`config.mk`:
```
export PLATFORM = sky130hd
export DESIGN_NAME = ps2_rx_framer_flat
export DESIGN_NICKNAME = d
export VERILOG_FILES = /design/src/rtl/ps2_rx_framer_pkg.sv /design/src/rtl/ps2_rx_framer_if.sv /design/src/rtl/ps2_rx_framer_clk_filter.sv /design/src/rtl/ps2_rx_framer.sv /design/src/flat_wrapper.sv
export SDC_FILE = /design/constraint.sdc
export NUM_CORES = 1
export LEC_CHECK = 0
export BUFFER_PORTS_ARGS = -buffer_cell sky130_fd_sc_hd__buf_4
export CAP_MARGIN = 20
export CELL_PAD_IN_SITES_DETAIL_PLACEMENT = 1
export CELL_PAD_IN_SITES_GLOBAL_PLACEMENT = 1
export CORE_ASPECT_RATIO = 0.7
export CORE_MARGIN = 8
export CORE_UTILIZATION = 46
export DETAILED_ROUTE_END_ITERATION = 12
export GPL_ROUTABILITY_DRIVEN = 0
export GPL_TIMING_DRIVEN = 0
export PLACE_DENSITY = 0.72
export SLEW_MARGIN = 20
export SYNTH_ARGS = -nofsm -noshare
export SYNTH_HDL_FRONTEND = slang
export SYNTH_SLANG_ARGS = --single-unit
```
`constraint.sdc`:
```
create_clock -name clk -period 2.3 [get_ports clk]
set_clock_uncertainty 0.05 [all_clocks]
set_input_delay 0.69 -clock clk [delete_from_list [all_inputs] [get_ports clk]]
set_output_delay 0.69 -clock clk [all_outputs]
set_load 0.005 [all_outputs]
```
`src/rtl/ps2_rx_framer_pkg.sv`:
```
// Shared types and constants for the PS/2 receive path.
// Frame geometry, FSM state encoding and the odd-parity helper live here.
package ps2_pkg;
    localparam int PS2_DATA_BITS  = 8;
    localparam int PS2_FRAME_BITS = 11;

    typedef enum logic [1:0] {
        ST_IDLE   = 2'd0,
        ST_DATA   = 2'd1,
        ST_PARITY = 2'd2,
        ST_STOP   = 2'd3
    } ps2_state_e;

    // True when data plus parity bit hold an odd number of ones.
    function automatic logic odd_parity_ok(input logic [PS2_DATA_BITS-1:0] d, input logic p);
        return ^{p, d};
    endfunction
endpackage

```
`src/rtl/ps2_rx_framer_if.sv`:
```
// Received-byte stream: valid/ready handshake between the framer FIFO and its consumer.
interface ps2_rx_framer_if;
    import ps2_pkg::*;
    logic [PS2_DATA_BITS-1:0] rx_data;
    logic                     rx_valid;
    logic                     rx_ready;

    modport master (output rx_data, output rx_valid, input rx_ready);
    modport slave  (input rx_data, input rx_valid, output rx_ready);
endinterface

```
`src/rtl/ps2_rx_framer_clk_filter.sv`:
```
// PS/2 clock synchroniser and glitch filter; emits registered fall and edge pulses
// in the same cycle the filtered level changes.
module ps2_clk_filter #(
    parameter int SYNC_STAGES = 2,
    parameter int FILTER_LEN  = 4
) (
    input  logic clk,
    input  logic rst_n,
    input  logic ps2_clk,
    output logic clk_flt,
    output logic clk_fall,
    output logic clk_edge
);
    localparam int CW = (FILTER_LEN > 1) ? $clog2(FILTER_LEN) : 1;

    logic [SYNC_STAGES-1:0] sync;
    logic [CW-1:0]          cnt;
    logic                   clk_s;

    assign clk_s = sync[SYNC_STAGES-1];

    // cnt tracks how many consecutive samples have disagreed with the filtered level.
    always_ff @(posedge clk or negedge rst_n) begin
        if (!rst_n) begin
            sync     <= '1;
            clk_flt  <= 1'b1;
            clk_fall <= 1'b0;
            clk_edge <= 1'b0;
            cnt      <= '0;
        end else begin
            sync     <= {sync[SYNC_STAGES-2:0], ps2_clk};
            clk_fall <= 1'b0;
            clk_edge <= 1'b0;
            if (clk_s == clk_flt) begin
                cnt <= '0;
            end else if (cnt == CW'(FILTER_LEN - 1)) begin
                clk_flt  <= clk_s;
                cnt      <= '0;
                clk_edge <= 1'b1;
                clk_fall <= ~clk_s;
            end else begin
                cnt <= cnt + CW'(1);
            end
        end
    end
endmodule

```
`src/rtl/ps2_rx_framer.sv`:
```
// PS/2 device-to-host receiver: filtered clock, frame checking, idle timeout
// and a first-word-fall-through receive FIFO with a registered head.
module ps2_rx_framer
    import ps2_pkg::*;
#(
    parameter int SYNC_STAGES    = 2,
    parameter int FILTER_LEN     = 4,
    parameter int TIMEOUT_CYCLES = 2000,
    parameter int FIFO_DEPTH     = 4
) (
    input  logic              clk,
    input  logic              rst_n,
    input  logic              ps2_clk,
    input  logic              ps2_data,
    ps2_rx_framer_if.master   rx,
    output logic              parity_err_strb,
    output logic              frame_err_strb,
    output logic              overflow_strb,
    output logic              busy
);
    localparam int AW = $clog2(FIFO_DEPTH);
    localparam int TW = $clog2(TIMEOUT_CYCLES + 1);
    localparam int BW = $clog2(PS2_DATA_BITS);

    logic [SYNC_STAGES-1:0] data_sync;
    logic                   data_s;
    logic                   clk_lvl_unused;
    logic                   clk_fall;
    logic                   clk_edge;

    ps2_state_e               state;
    logic [BW-1:0]            bit_cnt;
    logic [PS2_DATA_BITS-1:0] shift;
    logic                     par_bit;
    logic [TW-1:0]            to_cnt;
    logic                     timeout;

    logic [PS2_DATA_BITS-1:0] mem [FIFO_DEPTH];
    logic [AW-1:0]            wr_ptr, rd_ptr, rd_nxt;
    logic [AW:0]              count, eff_cnt;
    logic                     full, pop, push;
    logic                     stop_fall, frame_ok;

    assign data_s = data_sync[SYNC_STAGES-1];

    always_ff @(posedge clk or negedge rst_n) begin
        if (!rst_n) data_sync <= '1;
        else        data_sync <= {data_sync[SYNC_STAGES-2:0], ps2_data};
    end

    ps2_clk_filter #(
        .SYNC_STAGES (SYNC_STAGES),
        .FILTER_LEN  (FILTER_LEN)
    ) u_clk_filter (
        .clk      (clk),
        .rst_n    (rst_n),
        .ps2_clk  (ps2_clk),
        .clk_flt  (clk_lvl_unused),
        .clk_fall (clk_fall),
        .clk_edge (clk_edge)
    );

    // Idle timer: only runs mid-frame, restarted by any filtered clock edge.
    always_ff @(posedge clk or negedge rst_n) begin
        if (!rst_n)                            to_cnt <= '0;
        else if (state == ST_IDLE || clk_edge) to_cnt <= '0;
        else if (to_cnt != TW'(TIMEOUT_CYCLES)) to_cnt <= to_cnt + TW'(1);
    end

    assign timeout   = (state != ST_IDLE) && (to_cnt == TW'(TIMEOUT_CYCLES));
    assign stop_fall = clk_fall && (state == ST_STOP) && !timeout;
    assign frame_ok  = stop_fall && data_s && odd_parity_ok(shift, par_bit);
    assign full      = (count == (AW+1)'(FIFO_DEPTH));
    assign pop       = rx.rx_valid && rx.rx_ready;
    assign push      = frame_ok && !(full && !pop);

    // Timeout wins over a fall pulse landing in the same cycle.
    always_ff @(posedge clk or negedge rst_n) begin
        if (!rst_n) begin
            state           <= ST_IDLE;
            busy            <= 1'b0;
            bit_cnt         <= '0;
            shift           <= '0;
            par_bit         <= 1'b0;
            parity_err_strb <= 1'b0;
            frame_err_strb  <= 1'b0;
            overflow_strb   <= 1'b0;
        end else begin
            frame_err_strb  <= timeout
                             || (clk_fall && state == ST_IDLE && data_s)
                             || (stop_fall && !data_s);
            parity_err_strb <= stop_fall && data_s && !odd_parity_ok(shift, par_bit);
            overflow_strb   <= frame_ok && full && !pop;
            if (timeout) begin
                state <= ST_IDLE;
                busy  <= 1'b0;
            end else if (clk_fall) begin
                case (state)
                    ST_IDLE: if (!data_s) begin
                        state   <= ST_DATA;
                        busy    <= 1'b1;
                        bit_cnt <= '0;
                    end
                    ST_DATA: begin
                        shift   <= {data_s, shift[PS2_DATA_BITS-1:1]};
                        bit_cnt <= bit_cnt + BW'(1);
                        if (bit_cnt == BW'(PS2_DATA_BITS - 1)) state <= ST_PARITY;
                    end
                    ST_PARITY: begin
                        par_bit <= data_s;
                        state   <= ST_STOP;
                    end
                    default: begin
                        state <= ST_IDLE;
                        busy  <= 1'b0;
                    end
                endcase
            end
        end
    end

    always_ff @(posedge clk) begin
        if (push) mem[wr_ptr] <= shift;
    end

    assign eff_cnt = count - (AW+1)'(pop);
    assign rd_nxt  = rd_ptr + AW'(pop);

    // Head register mirrors the entry at the post-update read pointer; a push into
    // an otherwise-empty FIFO bypasses the array.
    always_ff @(posedge clk or negedge rst_n) begin
        if (!rst_n) begin
            wr_ptr      <= '0;
            rd_ptr      <= '0;
            count       <= '0;
            rx.rx_valid <= 1'b0;
            rx.rx_data  <= '0;
        end else begin
            wr_ptr      <= wr_ptr + AW'(push);
            rd_ptr      <= rd_nxt;
            count       <= eff_cnt + (AW+1)'(push);
            rx.rx_valid <= (eff_cnt != '0) || push;
            if (eff_cnt != '0)  rx.rx_data <= mem[rd_nxt];
            else if (push)      rx.rx_data <= shift;
        end
    end
endmodule

```
`src/flat_wrapper.sv`:
```
// flat-port wrapper written by rule: the top's interface ports become plain ports
module ps2_rx_framer_flat import ps2_pkg::*;
#(
    parameter int SYNC_STAGES    = 2,
    parameter int FILTER_LEN     = 4,
    parameter int TIMEOUT_CYCLES = 2000,
    parameter int FIFO_DEPTH     = 4
)
  (clk, rst_n, ps2_clk, ps2_data, parity_err_strb, frame_err_strb, overflow_strb, busy, rx_rx_data, rx_rx_valid, rx_rx_ready);
  ps2_rx_framer_if rx_i ();
  input  logic clk;
  input  logic rst_n;
  input  logic ps2_clk;
  input  logic ps2_data;
  output logic parity_err_strb;
  output logic frame_err_strb;
  output logic overflow_strb;
  output logic busy;
  output wire logic [$bits(rx_i.rx_data)-1:0] rx_rx_data;
  output wire logic [$bits(rx_i.rx_valid)-1:0] rx_rx_valid;
  input wire logic [$bits(rx_i.rx_ready)-1:0] rx_rx_ready;
  assign rx_rx_data = rx_i.rx_data;
  assign rx_rx_valid = rx_i.rx_valid;
  assign rx_i.rx_ready = rx_rx_ready;
  ps2_rx_framer #(.SYNC_STAGES(SYNC_STAGES), .FILTER_LEN(FILTER_LEN), .TIMEOUT_CYCLES(TIMEOUT_CYCLES), .FIFO_DEPTH(FIFO_DEPTH)) u_core (.clk(clk), .rst_n(rst_n), .ps2_clk(ps2_clk), .ps2_data(ps2_data), .rx(rx_i), .parity_err_strb(parity_err_strb), .frame_err_strb(frame_err_strb), .overflow_strb(overflow_strb), .busy(busy));
endmodule
```
# Word-level counts from Yosys, hierarchy flattened
# Memory sizes are Yosys's and may differ from the RTL's.
# Cells that the tools add are included.
# totals
regBits	54
ram_bits	32
inputBits	5
output_inout_bits	13
wordCells	105
n_memories	1
# mem_list
memory	depth	width	rd	rd_clocked_by_memory_dff	write_ports	line	rtl
u_core.mem	4	8	1	0	1	ps2_rx_framer.sv:38	logic [PS2_DATA_BITS-1:0] mem [FIFO_DEPTH];
# op_classes
addsub	7
eq_ne	13
muxes	23
n_bitwise	3
n_reduce_logical	38
# op_table
op	n
2-to-1 mux 11 bit	2
2-to-1 mux 8 bit	2
logical AND 1 bit	14
2-to-1 mux 2 bit	6
AND reduction 3 bit	4
adder 11 x 1 -> 11 bit, second input constant	1
equality test 11 bit, second input constant	1
!= test 11 bit, second input constant	1
nonzero test 2 bit	5
2-to-1 mux 1 bit	9
parity 9 bit	1
equality test 2 bit, second input constant	3
equality test 3 bit, second input constant	2
one-hot mux 2 bit (3 select lines)	1
one-hot mux 3 bit (2 select lines)	1
zero test 1 bit	5
adder 2 x 1 -> 2 bit	2
logical OR 1 bit	4
AND reduction 4 bit	1
adder 3 x 1 -> 3 bit	1
adder 3 x 1 -> 3 bit, second input constant	1
2-to-1 mux 3 bit	1
!= test 3 x 1 -> 1 bit, second input constant	1
!= test 3 bit, second input constant	1
12 further kinds	14

# Longest topological paths before layout
# logic_depth
ltp_word	9
ltp_mapped	10
ltp_nobuf	10

# Cells and area by module
# A second synthesis with hierarchy kept.
# unflattened
cells_unflattened	281
area_unflattened_um2	3778.6
# modules_own_cells
mod	n_inst	cells_each	area_each_um2	seq_area_each_um2
ps2_rx_framer	1	266	3532.1	2139.6
ps2_clk_filter	1	15	246.5	178.9

# Worst setup path before layout
# Ideal clock, no wire load.
# synth_timing
path_kind	reg-to-reg
startpoint	register u_core.to_cnt[0]
endpoint	memory u_core.mem[0][0], enable pin
setup_ns	0.383
arrival_time_ns	2.157
required_time_ns	1.867
slack_ns	-0.290
path_stages_with_launch	9
path_buffers	1
synth_period_minus_slack_ns	2.590
cell_sequence	dfrtp_1 -> inv_1 -> ha_1 -> and4bb_2 -> nand4b_2 -> nand3b_4 -> or2_4 -> buf_6 -> nor3_1
# synth_between
elab_chain_cells	9
# synth_rtl
element	line	rtl
start, declared	ps2_rx_framer.sv:35	logic [TW-1:0] to_cnt;
start signal, assigned	ps2_rx_framer.sv:67	else if (to_cnt != TW'(TIMEOUT_CYCLES)) to_cnt <= to_cnt + TW'(1);
equality test 11 bit	ps2_rx_framer.sv:70	assign timeout = (state != ST_IDLE) && (to_cnt == TW'(TIMEOUT_CYCLES));
logical AND 1 bit	ps2_rx_framer.sv:70	
zero test 1 bit	ps2_rx_framer.sv:71	assign stop_fall = clk_fall && (state == ST_STOP) && !timeout;
logical AND 1 bit	ps2_rx_framer.sv:71	
logical AND 1 bit (2 in a row)	ps2_rx_framer.sv:72	assign frame_ok = stop_fall && data_s && odd_parity_ok(shift, par_bit);
logical AND 1 bit	ps2_rx_framer.sv:75	assign push = frame_ok && !(full && !pop);
2-to-1 mux 1 bit	ps2_rx_framer.sv:123	if (push) mem[wr_ptr] <= shift;
2-to-1 mux 1 bit (implied by the code)	ps2_rx_framer.sv:123	
end, declared	ps2_rx_framer.sv:38	
# Every way passes these cells.

# Worst setup path in the final report
# layout_timing
startpoint	register u_core.shift[2]
endpoint	memory u_core.mem[2][6], enable pin
# layout_between
elab_chain_cells	5
# layout_rtl
element	line	rtl
start, declared	ps2_rx_framer.sv:33	logic [PS2_DATA_BITS-1:0] shift;
start signal, assigned	ps2_rx_framer.sv:105	shift <= {data_s, shift[PS2_DATA_BITS-1:1]};
parity 9 bit	ps2_rx_framer_pkg.sv:16	return ^{p, d};
logical AND 1 bit	ps2_rx_framer.sv:72	
logical AND 1 bit	ps2_rx_framer.sv:75	
2-to-1 mux 1 bit	ps2_rx_framer.sv:123	
2-to-1 mux 1 bit (implied by the code)	ps2_rx_framer.sv:123	
# Every way passes these cells.

==> results.md <==
- Vert. Die Dim: 92.0 µm
- Worst-path clk slew: 60 ps
- Portion of netlist area occupied by mux cells: 8.87%
- Crit-path max FO: 8
- Status: finished with violations
- Finish-stage setup viols: 16
- Routed len/inst: 18.3 µm
- Final Max Tran Viols: 0
- Failing checks: setup timing
- Worst Hold Class: reg -> reg
- Row Count: 27
- Slowest stage delay, CP: 450 ps
- Final period util: 101%
- Critical-path cell list: xor2_1 > xnor3_1 > xnor2_2 > or2_4 > buf_12 > nor3b_4 > buf_12
- Vias in the first global route: 2436
- Synth Area in Compound Gates: 5.61%
- Initial core utilization: 47.8%
- Core Footprint: 7940 µm²
- First-pass GRT wire length: 13.0 mm
- CTS max path bufs: 2
- Critical path capture point type: flip-flop
- Final HPWL DP: 4.93 mm
- Gr usage total: 14.5%
- Max Cap Viol: 0
- Power per cell area: 987 nW/µm²
- Share of the yosys chip area belonging to registers: 61.1%
- H-tree depth: 3
- Setup TNS: -237 ps
- Startpoint Class: flip-flop
- Count of hold buffers inserted by post-cts repair: 0
- Yosys cell types: 42
- Top sig layer: met4
- Die Area: 11500 µm²
- CTS sink cnt: 86
- Placed cells: 390
- ANT cells: 0
- Non-Filler Instances: 420
- Top Ports: 18
- Met2 routed WL: 3.60 mm
- Yosys warnings: 0
- Layout fillers: 772
- CP top delay family: XOR/XNOR gates
- Flops & latches, synth: 86
- Leakage: 0.00197 µW
- Worst path required time: 2310 ps
- CTS tree: built
- Area growth from synthesis to final layout: 20.2%
- RSZ-0062 raised after global routing: yes
- Adder-cell share of the synthesized area: 5.28%
- Cts bufs inserted: 9
- DRC Markers: 0
- DIE WIDTH: 125 µm
- Peak Freq: 0.432 GHz
- Final hold vios: 0
- Via Count: 2227
- CP most frequent cell: buf_12
- Worst setup margin: -17.3 ps
- Number of buffers and inverters on the critical path: 2
- Register area: 2320 µm²
- Syn Area/Cell: 14.0 µm²
- Critical path's slowest cell: xnor3_1
- Starting DRC count in detailed routing: 175
- Clk_lat worst skew: 340 ps
- Post-DRT Antenna Nets: 0
- Routed wire length: 7.67 mm
- Initial antenna violation count: 0
- Area of the mapped netlist: 3790 µm²
- Max IR drop VDD: 0.820 mV
- Nets: 335
- Drt first pass iters: 4
- Largest family of logic cells by synthesized area: simple AND/OR/NAND/NOR gates
- Post-Synth Simple-Gate Area: 11.8%
- Post-synthesis xor/xnor area fraction: 5.21%
- Clock root cell: clkbuf_16
- Met3 WL: 285 µm
- # port buffers: 17
- Total global routing overflow: 0
- Syn nets: 293
- Measured slew at the worst slew-check pin: 699 ps
- DRT met1 WL: 3.70 mm
- Layout cells sized above 1: 32.3%
- Multi-input logic area: 1470 µm²
- DR vias/cell: 5.30
- Setup CP Type: reg -> reg
- CP arrival: 2330 ps
- Post-synthesis cell count: 272
- Relative slew slack: 53.4%
- Fin crit period: 2320 ps
- Largest net degree at the start of global routing: 55
registers in the layout (all words and copies together), names as in the netlist, 3 cells and up:
signal / count
u_core.bit_cnt: 3
u_core.count: 3
u_core.mem: 32
u_core.rx.rx_data: 8
u_core.shift: 8
u_core.to_cnt: 11
worst paths after layout:
path	start	end	slack [ps]	depth (start not counted)
max in group asynchronous	rst_n	u_core.shift[6]	1360	1
worst min-delay path	u_core.data_sync[0]	u_core.data_sync[1]	300	0
worst max-delay path	u_core.shift[2]	u_core.mem[2][6]	-20	7
worst max register to register	u_core.shift[2]	u_core.mem[2][6]	-20	7
worst min register to register	u_core.data_sync[0]	u_core.data_sync[1]	300	0
min in group asynchronous	rst_n	u_core.bit_cnt[2]	350	1
synth_stat cells:
cell type  instances  share of area, %
o211ai_2           6               2.0
a22o_1             2              0.46
xnor2_1           10               2.3
nor3_1             2              0.26
xnor3_1            1              0.59
nor2b_1            3              0.49
nand4_1            2              0.33
inv_2              1             0.099
nand4b_2           1              0.40
nor3b_1            2              0.40
dfrtp_1           49                32
and4bb_2           1              0.33
o21ai_1            1              0.13
buf_1              1             0.099
nand3_2            2              0.53
or2_2              1              0.16
dfstp_2            5               3.5
nand3b_4           1              0.53
mux4_2             8               4.7
xor2_1            10               2.3
mux2i_1            1              0.26
buf_2              2              0.26
edfxtp_1          32                25
nand2b_1           3              0.49
mux2_2            13               3.9
nand3b_1           1              0.20
and3_1             4              0.66
and3b_1            1              0.23
nand3_1            9               1.2
inv_1             10              0.99
a21oi_1            6              0.79
clkbuf_1           4              0.40
nor3b_2            2              0.66
and2_1             2              0.33
and4_1             1              0.23
nand2_1           23               2.3
buf_6              1              0.30
or2_4              1              0.23
ha_1              16               5.3
o21ai_0            2              0.26
nor2_1            19               1.9
o211ai_1          10               2.0
metrics by stage:
step | total power, µW | hold WS, ps | worst slack (ps) | util [%] | area, µm²
final | 4500 | 304 | -17.3 | 57.4 | 4560
after global routing | 4750 | 307 | -80.1 | 57.4 | 4560
after floorplan | 2710 | 295 | 1.23 | - | 3820
after CTS | 4530 | 306 | -16.7 | 57.3 | 4550
after global placement | 3040 | 295 | -390 | 51.3 | 4080
after detailed placement | 3080 | 297 | -401 | 51.3 | 4080
final cells by class:
class	count	share of cell area, %
flip-flops and latches	86	51.0
inverters	11	0.905
multi-input cells	167	32.2
well taps	101	2.77
plain buffers	6	0.933
clock buffers	11	5.10
repair buffers	33	6.06
clock inverters	5	1.10
power by group:
part / total (µW) / internal [µW] / leakage, µW / switching, µW
Combinational: 1220 / 564 / 0.000839 / 653
Clock: 1410 / 833 / 0.000135 / 578
Sequential: 1870 / 1770 / 0.000995 / 107
metal layers:
layer	track usage [%]	up-vias
met5	0	-
met4	4.50	0
met3	5.29	7
met2	22.2	24
met1	19.0	1144
li1	-	1052
layout by cell type, fill, tap and decap left out, types with 8 or more instances in the layout:
cell type	netlist	routed
inv_1	10	10
nand3_1	9	9
ha_1	16	16
o211ai_1	10	10
dfrtp_1	49	44
nand2_1	23	23
clkbuf_16	0	9
edfxtp_1	32	32
buf_4	0	30
xor2_1	10	9
mux4_2	8	8
mux2_2	13	13
nor2_1	19	19
kinds of logic (layout without fill, tap and decap cells):
group	count (synthesis)	in the layout
flops	86	86
simple gates	81	81
compound gates	27	27
mux	22	22
xor+xnor	21	21
buf+inv	19	66
fa+ha+maj	16	16
timing repair:
item | CTS | global route
endpoints found under the setup margin | 41 | 40
pin swaps | 7 | 3
cloned | 0 | 0
buffers inserted | 16 | 0
endpoints found under the hold margin | 0 | 0
gates resized for setup | 13 | 2
No activity file was read; power rests on OpenSTA's default activity.
